## src/rtl/ref_fetch_addr_gen_if.sv

```systemverilog
`default_nettype none
// ------------------------------------------------------------------
// ref_fetch_addr_gen_if : MV request and reference-address handshakes
// Rev 1.0
// ------------------------------------------------------------------
interface ref_fetch_addr_gen_if #(
  parameter int ADDR_W = 17
);
  logic                mv_valid;
  logic                mv_ready;
  logic signed [14:0]  mv_x_int;
  logic signed [14:0]  mv_y_int;
  logic [3:0]          mv_x_frac;
  logic [3:0]          mv_y_frac;
  logic                interp_x;
  logic                interp_y;
  logic [11:0]         blk_x;
  logic [11:0]         blk_y;
  logic                addr_valid;
  logic                addr_ready;
  logic [ADDR_W-1:0]   addr;
  logic                addr_eol;
  logic                addr_last;
  logic [3:0]          frac_x;
  logic [3:0]          frac_y;
  logic                out_interp_x;
  logic                out_interp_y;

  modport slave (
    input  mv_valid, mv_x_int, mv_y_int, mv_x_frac, mv_y_frac,
           interp_x, interp_y, blk_x, blk_y, addr_ready,
    output mv_ready, addr_valid, addr, addr_eol, addr_last,
           frac_x, frac_y, out_interp_x, out_interp_y
  );

  modport master (
    output mv_valid, mv_x_int, mv_y_int, mv_x_frac, mv_y_frac,
           interp_x, interp_y, blk_x, blk_y, addr_ready,
    input  mv_ready, addr_valid, addr, addr_eol, addr_last,
           frac_x, frac_y, out_interp_x, out_interp_y
  );
endinterface
`default_nettype wire

```

## src/rtl/ref_fetch_addr_gen.sv

```systemverilog
`default_nettype none
// ------------------------------------------------------------------
// ref_fetch_addr_gen : raster address stream for a 4x4 block's MC window.
// Optional FETCH_CLAMP_EN pads out-of-picture samples. Rev 1.0
// ------------------------------------------------------------------
module ref_fetch_addr_gen #(
  parameter int PIC_W  = 416,
  parameter int PIC_H  = 240,
  parameter int ADDR_W = 17
) (
  input  logic                 clk_i,
  input  logic                 rst_async_i,
  ref_fetch_addr_gen_if.slave  bus
);

  typedef enum logic [0:0] {
    ST_IDLE  = 1'b0,
    ST_FETCH = 1'b1
  } state_t;

  localparam logic signed [31:0] c_PIC_W = 32'(PIC_W);
`ifdef FETCH_CLAMP_EN
  localparam logic signed [16:0] c_X_MAX = 17'(PIC_W - 1);
  localparam logic signed [16:0] c_Y_MAX = 17'(PIC_H - 1);
`endif

  state_t             state_q, state_d;
  logic signed [16:0] x0_q, x0_d, y0_q, y0_d;
  logic [3:0]         wm1_q, wm1_d, hm1_q, hm1_d;
  logic [3:0]         col_q, col_d, row_q, row_d;
  logic [ADDR_W-1:0]  addr_q, addr_d;
  logic               eol_q, eol_d, last_q, last_d;
  logic [3:0]         fx_q, fx_d, fy_q, fy_d;
  logic               ix_q, ix_d, iy_q, iy_d;

  logic               w_adv;
  logic signed [16:0] w_x0_new, w_y0_new, w_x, w_y;
  logic signed [31:0] w_lin;

  assign w_x0_new = $signed({5'd0, bus.blk_x})
                  + $signed({{2{bus.mv_x_int[14]}}, bus.mv_x_int})
                  - (bus.interp_x ? 17'sd3 : 17'sd0);
  assign w_y0_new = $signed({5'd0, bus.blk_y})
                  + $signed({{2{bus.mv_y_int[14]}}, bus.mv_y_int})
                  - (bus.interp_y ? 17'sd3 : 17'sd0);

  always_ff @(posedge clk_i or posedge rst_async_i) begin
    if (rst_async_i) begin
      state_q <= ST_IDLE;
      x0_q    <= '0;
      y0_q    <= '0;
      wm1_q   <= '0;
      hm1_q   <= '0;
      col_q   <= '0;
      row_q   <= '0;
      addr_q  <= '0;
      eol_q   <= 1'b0;
      last_q  <= 1'b0;
      fx_q    <= '0;
      fy_q    <= '0;
      ix_q    <= 1'b0;
      iy_q    <= 1'b0;
    end else begin
      state_q <= state_d;
      x0_q    <= x0_d;
      y0_q    <= y0_d;
      wm1_q   <= wm1_d;
      hm1_q   <= hm1_d;
      col_q   <= col_d;
      row_q   <= row_d;
      addr_q  <= addr_d;
      eol_q   <= eol_d;
      last_q  <= last_d;
      fx_q    <= fx_d;
      fy_q    <= fy_d;
      ix_q    <= ix_d;
      iy_q    <= iy_d;
    end
  end

  always_comb begin
    state_d = state_q;
    x0_d    = x0_q;
    y0_d    = y0_q;
    wm1_d   = wm1_q;
    hm1_d   = hm1_q;
    col_d   = col_q;
    row_d   = row_q;
    fx_d    = fx_q;
    fy_d    = fy_q;
    ix_d    = ix_q;
    iy_d    = iy_q;
    w_adv   = 1'b0;
    bus.mv_ready   = (state_q == ST_IDLE);
    bus.addr_valid = (state_q == ST_FETCH);
    case (state_q)
      ST_IDLE: begin
        if (bus.mv_valid) begin
          state_d = ST_FETCH;
          x0_d    = w_x0_new;
          y0_d    = w_y0_new;
          wm1_d   = bus.interp_x ? 4'd10 : 4'd3;
          hm1_d   = bus.interp_y ? 4'd10 : 4'd3;
          col_d   = '0;
          row_d   = '0;
          fx_d    = bus.mv_x_frac;
          fy_d    = bus.mv_y_frac;
          ix_d    = bus.interp_x;
          iy_d    = bus.interp_y;
          w_adv   = 1'b1;
        end
      end
      ST_FETCH: begin
        if (bus.addr_ready) begin
          if (last_q) begin
            state_d = ST_IDLE;
          end else begin
            w_adv = 1'b1;
            if (eol_q) begin
              col_d = '0;
              row_d = row_q + 4'd1;
            end else begin
              col_d = col_q + 4'd1;
            end
          end
        end
      end
      default: state_d = ST_IDLE;
    endcase
  end

  // Address of the sample the counters will point at next cycle, so ADDR is a pure register.
  always_comb begin
    w_x = x0_d + $signed({13'd0, col_d});
    w_y = y0_d + $signed({13'd0, row_d});
`ifdef FETCH_CLAMP_EN
    if (w_x < 17'sd0)        w_x = 17'sd0;
    else if (w_x > c_X_MAX)  w_x = c_X_MAX;
    if (w_y < 17'sd0)        w_y = 17'sd0;
    else if (w_y > c_Y_MAX)  w_y = c_Y_MAX;
`endif
    w_lin  = 32'(w_y) * c_PIC_W + 32'(w_x);
    addr_d = w_adv ? ADDR_W'(w_lin) : addr_q;
    eol_d  = w_adv ? (col_d == wm1_d) : eol_q;
    last_d = w_adv ? ((col_d == wm1_d) && (row_d == hm1_d)) : last_q;
  end

  assign bus.addr         = addr_q;
  assign bus.addr_eol     = eol_q;
  assign bus.addr_last    = last_q;
  assign bus.frac_x       = fx_q;
  assign bus.frac_y       = fy_q;
  assign bus.out_interp_x = ix_q;
  assign bus.out_interp_y = iy_q;

endmodule
`default_nettype wire

```

## src/flat_wrapper.sv

```systemverilog
// flat-port wrapper written by rule: the top's interface ports become plain ports
module ref_fetch_addr_gen_flat 
#(
  parameter int PIC_W  = 416,
  parameter int PIC_H  = 240,
  parameter int ADDR_W = 17
)
  (clk_i, rst_async_i, bus_mv_valid, bus_mv_x_int, bus_mv_y_int, bus_mv_x_frac, bus_mv_y_frac, bus_interp_x, bus_interp_y, bus_blk_x, bus_blk_y, bus_addr_ready, bus_mv_ready, bus_addr_valid, bus_addr, bus_addr_eol, bus_addr_last, bus_frac_x, bus_frac_y, bus_out_interp_x, bus_out_interp_y);
  ref_fetch_addr_gen_if #(.ADDR_W(ADDR_W)) bus_i ();
  input  logic clk_i;
  input  logic rst_async_i;
  input wire logic [$bits(bus_i.mv_valid)-1:0] bus_mv_valid;
  input wire logic [$bits(bus_i.mv_x_int)-1:0] bus_mv_x_int;
  input wire logic [$bits(bus_i.mv_y_int)-1:0] bus_mv_y_int;
  input wire logic [$bits(bus_i.mv_x_frac)-1:0] bus_mv_x_frac;
  input wire logic [$bits(bus_i.mv_y_frac)-1:0] bus_mv_y_frac;
  input wire logic [$bits(bus_i.interp_x)-1:0] bus_interp_x;
  input wire logic [$bits(bus_i.interp_y)-1:0] bus_interp_y;
  input wire logic [$bits(bus_i.blk_x)-1:0] bus_blk_x;
  input wire logic [$bits(bus_i.blk_y)-1:0] bus_blk_y;
  input wire logic [$bits(bus_i.addr_ready)-1:0] bus_addr_ready;
  output wire logic [$bits(bus_i.mv_ready)-1:0] bus_mv_ready;
  output wire logic [$bits(bus_i.addr_valid)-1:0] bus_addr_valid;
  output wire logic [$bits(bus_i.addr)-1:0] bus_addr;
  output wire logic [$bits(bus_i.addr_eol)-1:0] bus_addr_eol;
  output wire logic [$bits(bus_i.addr_last)-1:0] bus_addr_last;
  output wire logic [$bits(bus_i.frac_x)-1:0] bus_frac_x;
  output wire logic [$bits(bus_i.frac_y)-1:0] bus_frac_y;
  output wire logic [$bits(bus_i.out_interp_x)-1:0] bus_out_interp_x;
  output wire logic [$bits(bus_i.out_interp_y)-1:0] bus_out_interp_y;
  assign bus_i.mv_valid = bus_mv_valid;
  assign bus_i.mv_x_int = bus_mv_x_int;
  assign bus_i.mv_y_int = bus_mv_y_int;
  assign bus_i.mv_x_frac = bus_mv_x_frac;
  assign bus_i.mv_y_frac = bus_mv_y_frac;
  assign bus_i.interp_x = bus_interp_x;
  assign bus_i.interp_y = bus_interp_y;
  assign bus_i.blk_x = bus_blk_x;
  assign bus_i.blk_y = bus_blk_y;
  assign bus_i.addr_ready = bus_addr_ready;
  assign bus_mv_ready = bus_i.mv_ready;
  assign bus_addr_valid = bus_i.addr_valid;
  assign bus_addr = bus_i.addr;
  assign bus_addr_eol = bus_i.addr_eol;
  assign bus_addr_last = bus_i.addr_last;
  assign bus_frac_x = bus_i.frac_x;
  assign bus_frac_y = bus_i.frac_y;
  assign bus_out_interp_x = bus_i.out_interp_x;
  assign bus_out_interp_y = bus_i.out_interp_y;
  ref_fetch_addr_gen #(.PIC_W(PIC_W), .PIC_H(PIC_H), .ADDR_W(ADDR_W)) u_core (.clk_i(clk_i), .rst_async_i(rst_async_i), .bus(bus_i));
endmodule
```

## config.mk

```make
export PLATFORM = sky130hd
export DESIGN_NAME = ref_fetch_addr_gen_flat
export DESIGN_NICKNAME = d
export VERILOG_FILES = /design/src/rtl/ref_fetch_addr_gen_if.sv /design/src/rtl/ref_fetch_addr_gen.sv /design/src/flat_wrapper.sv
export SDC_FILE = /design/constraint.sdc
export NUM_CORES = 1
export LEC_CHECK = 0
export CORE_MARGIN = 8
export CORE_UTILIZATION = 54
export DETAILED_ROUTE_END_ITERATION = 8
export PLACE_DENSITY = 0.83
export SETUP_SLACK_MARGIN = 0.2
export SYNTH_ARGS = -nofsm -noshare
export SYNTH_HDL_FRONTEND = slang
export SYNTH_SLANG_ARGS = --single-unit
export TNS_END_PERCENT = 10
```

## constraint.sdc

```tcl
create_clock -name clk_i -period 7.8 [get_ports clk_i]
set_clock_uncertainty 0.1 [all_clocks]
set_input_delay 2.34 -clock clk_i [delete_from_list [all_inputs] [get_ports clk_i]]
set_output_delay 2.34 -clock clk_i [all_outputs]
set_load 0.01 [all_outputs]
```

==> metrics.csv <==
stage,metric,value,unit
layout,final_util,0.753,
logic_synthesis,netlist_instances,707,
route,first_pass_iters,8,
global_routing,groute.usage.overall,0.228,
setup_path,crit_required,7.97,ns
place,hpwl,12400,um
logic_synthesis,yosys_register_bits,75,
setup_path,crit_path_start_kind,input pin,
logic_synthesis,ys_async_sr_fraction,1.00,
sta,setup_ws,-0.195,ns
route,wirelength,18300,um
clock_tree,tritoncts,yes,
setup_path,cp-startpoint,bus_mv_y_int[0],
route,ant_nets,0,
sta,finalSetupViolCount,1,
clock_tree,clockBufferDepth,2,
layout,layout-drive-gt1-share,0.202,
place,port-buffer-count,95,
sta,slew_viol_final,0,
floorplanning,die-area,15400,sq um
layout,final_net_count,1035,
logic_synthesis,synth-main-ff-cell,dfrtp_1,
route,drc,0,
worst_hold_path,hold_start,u_core.bus.frac_y[1]$_DFFE_PP0P_,
setup_path,endpoint_kind,register,
worst_hold_path,holdCritPathClass,reg2reg,
logic_synthesis,synth_area,6290,sq um
route,dr_total_vias,6029,
logic_synthesis,synth_area_per_cell,8.89,sq um
layout,final_area,8570,sq um
floorplanning,start_util,0.553,
global_routing,grt_max_degree,76,
sta,rsz0062_at_grt,true,
setup_path,crit_family,adder cells,
layout,fillers,716,
route,wire_per_inst,17.8,um
global_routing,grt_pass1_vias,6213,
setup_path,path_class,in2reg,
setup_path,path_buf_inv,6,
logic_synthesis,ys_types,70,
logic_synthesis,synth_warnings,0,
clock_tree,clk_latency,0.34,ns
floorplanning,num_io_pins,99,
floorplanning,fp-row-count,39,
setup_path,crit_path_top_delay_cell,fa_1,
route,drt-vias-per-instance,5.86,
place,place_congestion,0.850,
sta,fin_crit_sh,1.02,
sta,max_freq,125,MHz
layout,area_delta_synth_final,36.2,%
clock_tree,cts_max_level,3,
clock_tree,cts_sinks,75,
clock_tree,cts-hold-fix-buffers,0,
floorplanning,coreArea,11400,sq um
clock_tree,clk_pin_slew,0.06,ns
sta,worst_pin_slew,0.966,ns
layout,antenna_cells,0,
job,drv_cap,0,
outcome,status,finished with violations,
outcome,violations,negative setup slack,
setup_path,cp.arrival,8.17,ns
floorplanning,die_w,124,um
global_routing,grt_pass1_wl,28200,um
logic_synthesis,seq_area_frac_synth,0.299,
sta,fin_crit,7.99,ns
sta,hold_viol,0,
logic_synthesis,synth-edff-count,0,
setup_path,cp_max_fo,3,
place,place_area,8010,sq um
clock_tree,cts_buffers,9,
floorplanning,die_h,124,um
global_routing,grt-ovfl-total,0,
sta,slew_headroom,0.356,
logic_synthesis,syn-num-nets,862,
setup_path,max_stage_delay,0.50,ns
clock_tree,root_buffer,clkbuf_16,
global_routing,antenna_found_initial,0,
route,drt_iter0_drc,527,
setup_path,reg2reg_from,u_core.bus.addr_valid$_DFF_PP0_,
-- metal layers --
layer / routed length, um / up-vias / global-route usage
met1: 7020 / 2908 / 0.257
met3: 1180 / 57 / 0.0471
met4: 571 / 0 / 0.0855
met2: 9530 / 262 / 0.417
met5: 0 / - / 0
li1: - / 2802 / -
-- synthesized netlist by cell type (13+ instances only) --
| cell type | instances | area (sq um) |
|---|---|---|
| a21oi_1 | 36 | 180 |
| clkbuf_1 | 13 | 48.8 |
| fa_1 | 13 | 260 |
| a21o_1 | 13 | 97.6 |
| o21ai_0 | 47 | 235 |
| nand2_1 | 110 | 413 |
| xnor2_1 | 49 | 429 |
| nor2_1 | 43 | 161 |
| xor2_1 | 28 | 245 |
| dfrtp_1 | 75 | 1880 |
| inv_1 | 50 | 188 |
| ha_1 | 74 | 926 |
-- path summary, 6_finish.rpt --
path | end | slack [ns] | cells past startpoint
worst max-delay path | u_core.bus.addr[16]$_DFFE_PP0P_ | -0.19 | 30
worst max register to register | u_core.bus.addr[16]$_DFFE_PP0P_ | 1.75 | 27
min in group asynchronous | u_core.bus.frac_x[3]$_DFFE_PP0P_ | 2.51 | 3
max in group asynchronous | u_core.x0_q[16]$_DFF_PP0_ | 4.44 | 3
worst min-delay path | u_core.bus.frac_y[1]$_DFFE_PP0P_ | 0.38 | 2
worst min register to register | u_core.bus.frac_y[1]$_DFFE_PP0P_ | 0.38 | 2
-- state kept, by name, summed over array words and instances (netlist names) --
name,count
u_core.row_q,4
u_core.bus.addr,17
u_core.bus.frac_x,4
u_core.wm1_q,4
u_core.bus.frac_y,4
u_core.bus.addr_valid,1
u_core.col_q,4
u_core.y0_q,12
u_core.bus.addr_eol,1
u_core.hm1_q,4
u_core.x0_q,17
u_core.bus.out_interp_y,1
u_core.bus.out_interp_x,1
u_core.bus.addr_last,1
-- stage by stage --
stage | std cells | hold slack, ns | setup WS (ns) | TNS, ns
floorplan | 707 | 0.340 | -0.0936 | -0.0936
global placement | 1007 | 0.350 | -0.829 | -3.09
detailed placement | 1007 | 0.369 | -0.984 | -3.80
CTS | 1026 | 0.383 | -0.134 | -0.134
global route | 1028 | 0.398 | -0.455 | -0.824
finish | 1028 | 0.380 | -0.195 | -0.195
-- kinds of logic (layout without fill, tap and decap cells) --
family / count (synthesis) / in the layout / share of synthesized area
xor+xnor: 80 / 80 / 0.116
compound gates: 157 / 157 / 0.169
buf+inv: 66 / 244 / 0.0424
flops: 75 / 75 / 0.299
simple gates: 236 / 236 / 0.176
fa+ha+maj: 87 / 87 / 0.189
mux: 6 / 6 / 0.00975
-- what timing repair did --
item,in CTS,in global routing
pin swaps,27,28
buffers inserted,3,2
endpoints found under the hold margin,0,0
endpoints found under the setup margin,6,6
resized for setup,32,26
-- cells in the final DEF (no fill, tap or decap), drive strengths merged, types with 3 or more instances in the layout --
master and instances:
a31o 4, ha 74, fa 13, o21bai 4, nand4 7, mux2i 5
a21boi 4, nand3b 5, o21a 5, nand2 110, nor4 5, dfrtp 75
or2 7, clkbuf 12, or3 5, buf 86, nor3 11, xnor2 49
xor2 30, nor2b 10, nand2b 8, clkdlybuf4s50 90, and3 4, a31oi 6
inv 52, a21oi 36, o31ai 6, nand3 11, nor2 43, o22ai 3
a21o 13, a211oi 5, o211ai 4, o21ai 50
-- final cells by class --
class,count,area [sq um],area share
clock buffer,11,243,0.0283
clock inverter,5,60.1,0.00701
inverter,50,188,0.0219
multi-input combinational,566,4450,0.520
sequential,75,1880,0.219
tap,143,179,0.0209
timing repair buffer,178,1570,0.183
-- worst reg2reg max path: stages, from the launching register on --
cell,delay (ns)
dfrtp_1,0.49
inv_1,0.22
nand2_2,0.16
nand2_1,0.12
o21ai_0,0.18
ha_1,0.29
fa_1,0.45
a21o_1,0.21
a21oi_2,0.20
nor2_1,0.09
nand2_1,0.12
xnor2_2,0.15
ha_1,0.27
ha_1,0.29
inv_1,0.06
fa_1,0.50
inv_1,0.07
ha_4,0.28
inv_1,0.06
o21bai_1,0.21
a21oi_2,0.10
xnor2_1,0.13
ha_2,0.20
or3_1,0.39
o211ai_1,0.12
xnor2_1,0.17
xnor3_1,0.23
o21ai_1,0.12
Power is not shown: default switching activity piles up to over one toggle a cycle in this logic, so the estimate is an artifact.
